File: config.mk
export PLATFORM = sky130hd
export DESIGN_NAME = distribution_unit_multi
export DESIGN_NICKNAME = d
export VERILOG_FILES = /design/src/rtl/distribution_unit_multi.sv
export SDC_FILE = /design/constraint.sdc
export NUM_CORES = 1
export LEC_CHECK = 0
export ABC_AREA = 1
export CORE_UTILIZATION = 51
export CTS_CLUSTER_DIAMETER = 50
export CTS_CLUSTER_SIZE = 12
export DETAILED_ROUTE_END_ITERATION = 10
export GPL_TIMING_DRIVEN = 0
export PLACE_DENSITY = 0.87
export SYNTH_ARGS = -nofsm -noshare
export SYNTH_HDL_FRONTEND = slang
export SYNTH_SLANG_ARGS = --single-unit
File: constraint.sdc
create_clock -name clk -period 3.65 [get_ports clk]
set_input_delay 0.73 -clock clk [delete_from_list [all_inputs] [get_ports clk]]
set_output_delay 0.73 -clock clk [all_outputs]
set_load 0.02 [all_outputs]
File: src/rtl/distribution_unit_multi.sv
// Multi-channel distribution-load unit: stalls the core, streams NUM_BINS bin words for one
// channel over valid/ready and presents them packed. Optional one-entry cache: DU_CACHE_EN.
module distribution_unit_multi #(
    parameter int unsigned NUM_BINS     = 16,
    parameter int unsigned BIN_WIDTH    = 16,
    parameter int unsigned NUM_CHANNELS = 4,
    localparam int unsigned CH_BITS     = (NUM_CHANNELS > 1) ? $clog2(NUM_CHANNELS) : 1
) (
    input  logic                          clk,
    input  logic                          reset_n,
    input  logic                          DUCtrl,
    input  logic [31:0]                   rs1,
    output logic [NUM_BINS*BIN_WIDTH-1:0] DU_result,
    output logic                          du_clk_stall,
    output logic                          du_done,
    output logic                          du_error,
    output logic                          src_req,
    output logic [CH_BITS-1:0]            src_channel,
    output logic                          src_ready,
    input  logic                          src_valid,
    input  logic [BIN_WIDTH-1:0]          src_data
);

    localparam int unsigned CNT_W = $clog2(NUM_BINS) + 1;
    localparam int unsigned RES_W = NUM_BINS * BIN_WIDTH;

    typedef enum logic [1:0] {
        S_IDLE     = 2'd0,
        S_FETCH    = 2'd1,
        S_DATA_OUT = 2'd2,
        S_DONE     = 2'd3
    } state_e;

    state_e             state_q, state_d;
    logic [CNT_W-1:0]   cnt_q, cnt_d;
    logic [RES_W-1:0]   buf_q, buf_d;
    logic [RES_W-1:0]   result_q, result_d;
    logic               err_q, err_d;
    logic               stall_q, stall_d;
    logic               done_q, done_d;
    logic               error_q, error_d;
    logic               req_q, req_d;
    logic               rdy_q, rdy_d;
    logic [CH_BITS-1:0] ch_q, ch_d;

    logic in_range_c;
    logic hit_c;
    logic accept_c;
    logic last_c;

    assign in_range_c = (rs1 < 32'(NUM_CHANNELS));
    assign accept_c   = (state_q == S_FETCH) && rdy_q && src_valid;
    assign last_c     = (cnt_q == CNT_W'(NUM_BINS - 1));

`ifdef DU_CACHE_EN
    // One-entry cache of the last fully fetched channel; the buffer itself is the data store.
    logic [CH_BITS-1:0] tag_q, tag_d;
    logic               tag_vld_q, tag_vld_d;

    assign hit_c = tag_vld_q && (tag_q == rs1[CH_BITS-1:0]);

    always_comb begin
        tag_d     = tag_q;
        tag_vld_d = tag_vld_q;
        if ((state_q == S_IDLE) && DUCtrl && !in_range_c) begin
            tag_vld_d = 1'b0;
        end
        if (accept_c && last_c) begin
            tag_d     = ch_q;
            tag_vld_d = 1'b1;
        end
    end

    always_ff @(posedge clk or negedge reset_n) begin
        if (!reset_n) begin
            tag_q     <= '0;
            tag_vld_q <= 1'b0;
        end else begin
            tag_q     <= tag_d;
            tag_vld_q <= tag_vld_d;
        end
    end
`else
    assign hit_c = 1'b0;
`endif

    // Next-state and registered-output logic.
    always_comb begin
        state_d  = state_q;
        cnt_d    = cnt_q;
        buf_d    = buf_q;
        result_d = result_q;
        err_d    = err_q;
        stall_d  = stall_q;
        done_d   = 1'b0;
        error_d  = 1'b0;
        req_d    = req_q;
        rdy_d    = rdy_q;
        ch_d     = ch_q;

        case (state_q)
            S_IDLE: begin
                if (DUCtrl) begin
                    stall_d = 1'b1;
                    cnt_d   = '0;
                    if (!in_range_c) begin
                        err_d   = 1'b1;
                        state_d = S_DATA_OUT;
                    end else if (hit_c) begin
                        err_d   = 1'b0;
                        state_d = S_DATA_OUT;
                    end else begin
                        err_d   = 1'b0;
                        ch_d    = rs1[CH_BITS-1:0];
                        req_d   = 1'b1;
                        rdy_d   = 1'b1;
                        state_d = S_FETCH;
                    end
                end
            end
            S_FETCH: begin
                if (accept_c) begin
                    for (int k = 0; k < int'(NUM_BINS); k++) begin
                        if (cnt_q == CNT_W'(k)) begin
                            buf_d[k*BIN_WIDTH +: BIN_WIDTH] = src_data;
                        end
                    end
                    cnt_d = cnt_q + CNT_W'(1);
                    if (last_c) begin
                        req_d   = 1'b0;
                        rdy_d   = 1'b0;
                        state_d = S_DATA_OUT;
                    end
                end
            end
            S_DATA_OUT: begin
                result_d = err_q ? '0 : buf_q;
                done_d   = 1'b1;
                error_d  = err_q;
                stall_d  = 1'b0;
                state_d  = S_DONE;
            end
            S_DONE: begin
                state_d = S_IDLE;
            end
            default: begin
                state_d = S_IDLE;
            end
        endcase
    end

    always_ff @(posedge clk or negedge reset_n) begin
        if (!reset_n) begin
            state_q  <= S_IDLE;
            cnt_q    <= '0;
            buf_q    <= '0;
            result_q <= '0;
            err_q    <= 1'b0;
            stall_q  <= 1'b0;
            done_q   <= 1'b0;
            error_q  <= 1'b0;
            req_q    <= 1'b0;
            rdy_q    <= 1'b0;
            ch_q     <= '0;
        end else begin
            state_q  <= state_d;
            cnt_q    <= cnt_d;
            buf_q    <= buf_d;
            result_q <= result_d;
            err_q    <= err_d;
            stall_q  <= stall_d;
            done_q   <= done_d;
            error_q  <= error_d;
            req_q    <= req_d;
            rdy_q    <= rdy_d;
            ch_q     <= ch_d;
        end
    end

    assign DU_result    = result_q;
    assign du_clk_stall = stall_q;
    assign du_done      = done_q;
    assign du_error     = error_q;
    assign src_req      = req_q;
    assign src_ready    = rdy_q;
    assign src_channel  = ch_q;

endmodule

Word level (Yosys, flattened, before mapping)
Index checks and enable logic that the tools add are counted.
{"block": "totals", "reg_bits": 526, "elab_cells": 96, "in_bits": 52}
{"block": "op_classes", "add_sub_neg": 1, "eq_ne": 22, "order_cmp": 1, "n_reduce_logical": 28, "mux": 19}
{"operator": "256-bit 2-to-1 mux", "n": 1}
{"operator": "3-bit AND reduction", "n": 19}
{"operator": "5-bit by 4-bit == test with 1-bit output, second input constant", "n": 8}
{"operator": "32-bit by 3-bit less-than comparator with 1-bit output, second input constant", "n": 1}
{"operator": "5-bit by 3-bit == test with 1-bit output, second input constant", "n": 4}
{"operator": "5-bit by 2-bit == test with 1-bit output, second input constant", "n": 2}
{"operator": "5-bit 2-to-1 mux", "n": 2}
{"operator": "5-bit case mux with 2 select lines", "n": 1}
{"operator": "1-bit 2-to-1 mux", "n": 8}
{"operator": "2-bit 2-to-1 mux", "n": 4}
{"operator": "2-bit != test, second input constant", "n": 4}
{"operator": "2-bit case mux with 4 select lines", "n": 1}
{"operator": "5-bit by 1-bit adder with 5-bit output, second input constant", "n": 1}
{"operator": "5-bit by 1-bit == test with 1-bit output, second input constant", "n": 1}
{"operator": "5-bit zero test", "n": 1}
{"operator": "5-bit AND reduction", "n": 1}
{"operator": "2-bit == test, second input constant", "n": 2}
{"operator": "1-bit case mux with 2 select lines", "n": 2}
{"operator": "2-bit AND reduction", "n": 2}
{"operator": "2-bit nonzero test", "n": 2}
{"operator": "2-bit by 1-bit == test with 1-bit output, second input constant", "n": 1}
{"operator": "1-bit logical AND", "n": 2}
{"operator": "2-bit zero test", "n": 1}

Logic depth before layout (Yosys ltp)
{"block": "logic_depth", "ltp_word": 5, "depth_mapped": 11, "mapped_depth_nobuf": 11}

Worst setup path before layout
Ideal clock, no wire load.
{"block": "synth_path", "kind": "input to register", "from": "input rs1[3]", "to": "register rdy_q (netlist: src_ready)", "setup_time_ns": 0.118, "n_path_buf": 0, "cell_stages": 7, "arrival_ns": 1.559, "setup_slack_ns": 1.973, "cell_sequence": "or2_2 nor2_1 nand2_1 o21ai_0 nand2_1 nand2_1 nand2_1"}
{"block": "synth_between", "elab_chain_cells": 3}
{"item": "start: declaration", "line_no": "12", "source": "input logic [31:0] rs1,"}
{"item": "32-bit by 3-bit less-than comparator with 1-bit output", "line_no": "51", "source": "assign in_range_c = (rs1 < 32'(NUM_CHANNELS));"}
{"item": "2-bit != test (no source line)"}
{"item": "5-bit AND reduction (no source line)"}
{"item": "end signal: assignment", "line_no": "175", "source": "rdy_q <= rdy_d;"}
{"item": "end: declaration", "line_no": "43", "source": "logic rdy_q, rdy_d;"}
Every way passes these cells.
A chain may end at the register's enable or synchronous reset.

Final worst setup path
{"block": "layout_path", "from": "register state_q[0]", "to": "register result_q[193] (netlist: DU_result[193])"}
{"block": "layout_between", "elab_chain_cells": 1}
{"item": "start: declaration", "line_no": "34", "source": "state_e state_q, state_d;"}
{"item": "start signal: assignment", "line_no": "166", "source": "state_q <= state_d;"}
{"item": "2-bit == test", "line_no": "101", "source": "case (state_q)"}
{"item": "end signal: assignment", "line_no": "169", "source": "result_q <= result_d;"}
{"item": "end: declaration", "line_no": "37", "source": "logic [RES_W-1:0] result_q, result_d;"}
Every way passes these cells.

==> flow_summary.ini <==
[flow_run]
cap_violations = 0

[synth]
synth_nets = 2162
yosysWarnings = 0
ys_seq_area_share_pct = 66.1
netlist-cell-type-count = 25
postSynthCellCount = 2102
syn-cell-area_um2 = 19900
syn_area_per_cell_um2 = 9.47
synth-seq-cells = 526

[cells_and_area]
nets = 2534
design_area_um2 = 25300
fill_cells = 2864
drive_gt1_share_pct = 4.51
layoutNonFillerInstCount = 3004
mostFrequentLayoutCell = nand2_1
final_cell_mix = nand2_1, dfrtp_1, clkdlybuf4s50_1
syn_to_final_growth_pct = 27.1

[pwr]
vdd_drop_max_mv = 0.451
power.static_leakage_uw = 0.0125
powerDensity_nw_per_um2 = 556

[clocking]
htreeDepth = 2
cts_tree = done
clk_pin_slew_ns = 0.06
postCtsHoldBufs = 0
cts_resized = 0
clockRootBuffer = clkbuf_16
clk_latency_ns = 0.59
numCtsBuffers = 52
cts_buffer_depth = 3
post_cts_buffers = 0
cts.sinks = 526

[global_routing]
grt_max_degree = 135
grt.busiest_layer = met2
antenna_found_initial = 0
gr-usage-all-layers_pct = 30.4
grt.overflow.total = 0
grt_first_pass_wirelength_um = 91900
use_met3_pct = 5.99
grt_use_met1_pct = 39.5
gr-usage-met2_pct = 48.1
grt_pass1_vias = 16917

[sta]
fin_skew_ns = 0.0214
finalHoldViolations = 0
worst_pin_slew_ns = 1.08
post-route-min-period_ns = 2.53
report.final.slew_viol_count = 0
tns_ns = 0
worst_slack_ns = 1.12
rsz0062_at_grt = no
slew_headroom_pct = 28.2
max_freq_mhz = 395
finalSetupViolations = 0
period_share_pct = 69.4

[setup_path]
reg2reg_depth = 8
r2r_end = DU_result[193]
cp_cell_sequence = inv_1 -> ha_1 -> clkbuf_1 -> clkinv_1 -> clkbuf_1 -> clkbuf_1 -> nand2_1 -> nand2_1
worst_setup_path_start_kind = register
cp_data_required_time_ns = 4.17
path_max_fanout = 10
worstPathArrival_ns = 3.05
path_class = reg -> reg
r2r_slack_ns = 1.12
path_common_cell = clkbuf_1
r2r_start = state_q[0]
slowest_stage = clkbuf_1
max_stage_delay_ns = 0.77
setup.worst_path.end_class = register

[outcome]
status = finished, violations left
violations = design-rule violations

[placed_design]
pre_cts_ws_ns = 0.931
port-buffer-count = 314
place.gp.congestion = 0.876
dpl_cell_area_um2 = 23800
place_inst = 2938
dp_hpwl_um = 39400

[floorplanning]
start_util_pct = 51.6
dieArea_um2 = 39800
fp-row-count = 72
io_pins = 315
die_x_um = 200
fp.dieH_um = 200
core_um2 = 38600

[routing]
drtAntennaViolNets = 0
viasPerCell = 5.62
finalWirelength_um = 60100
initialDrtViolationCount = 1507
drc_errors = 4
dr_total_vias = 16879
drt-pass1-iter-count = 11
drt-wirelength-per-cell_um = 20.0

[hold_path]
hp-class = in -> async
[cell type report]
type,count,area [um^2],share of cell area [%]
flip-flops and latches,526,13200,52.0
inverters,49,184,0.727
diodes,1,2.50,0.00989
repair buffers,318,3260,12.9
multi-input cells,1379,5960,23.6
clock inverters,9,135,0.534
well taps,518,648,2.56
plain buffers,148,604,2.39
clock buffers,56,1350,5.33
[routing by layer]
metal,vias to the layer above,share of wire (%)
met5,-,0
met2,802,48
li1,7484,-
met4,0,5.4
met3,207,8.1
met1,8386,39
[where the power goes]
part,switching (uW),leakage (uW),internal [uW],total [uW]
logic,1870,0.00449,590,2460
registers,339,0.00724,6320,6660
clock network,2190,0.000733,2760,4950
total,4400,0.0125,9670,14100
[per-stage QoR]
step | utilization, % | power (uW) | hold WS (ns)
floorplan | - | 8130 | 0.433
global placement | 61.5 | 8970 | 0.448
detailed placement | 61.8 | 9120 | 0.446
CTS | 65.6 | 14100 | 0.145
global route | 65.6 | 14600 | 0.176
finish | 65.6 | 14100 | 0.122
[cell families after synthesis]
group,synth area share [%]
simple gates,22.3
compound gates,7.13
fa+ha+maj,0.503
flops,66.1
buf+inv,3.96
[critical path: cells and delay by family, from the launching register on]
kind                       cells  cell delay (ns)
DFF                            1             0.38
buffers and inverters          5             1.65
and+or+nand+nor                2             0.22
adders and majority gates      1             0.22
[worst max-delay path by stage]
stage | startpoint | endpoint | slack (ns) | cells after the start
after floorplan | rs1[3] | src_ready | 1.97 | 7
after global placement | reset_n | src_channel[0] | -19.81 | 1
after detailed placement | src_data[13] | buf_q[109] | 0.93 | 4
after CTS | src_ready | src_req | 1.12 | 2
after global routing | state_q[0] | DU_result[191] | 0.97 | 8
final | state_q[0] | DU_result[193] | 1.12 | 8
[Yosys cell counts, drive strengths merged]
cell type | number | share of area (%)
a21boi | 1 | 0.038
a21oi | 3 | 0.075
buf | 45 | 1.1
clkbuf | 103 | 2.0
clkinv | 1 | 0.019
dfrtp | 526 | 66
ha | 8 | 0.50
inv | 48 | 0.90
nand2 | 802 | 15
nand3 | 249 | 6.3
nor2 | 34 | 0.72
nor3 | 2 | 0.075
nor3b | 1 | 0.038
o21ai | 275 | 6.9
o21bai | 1 | 0.038
o22ai | 2 | 0.063
or2 | 1 | 0.031
[flip-flops by register name (all words and copies together) (netlist names)]
signal and count:
err_q 1, du_error 1, du_clk_stall 1, buf_q 256, DU_result 256, du_done 1, src_channel 2, cnt_q 5
state_q 2, src_ready 1
(Power assumes the default switching activity.)
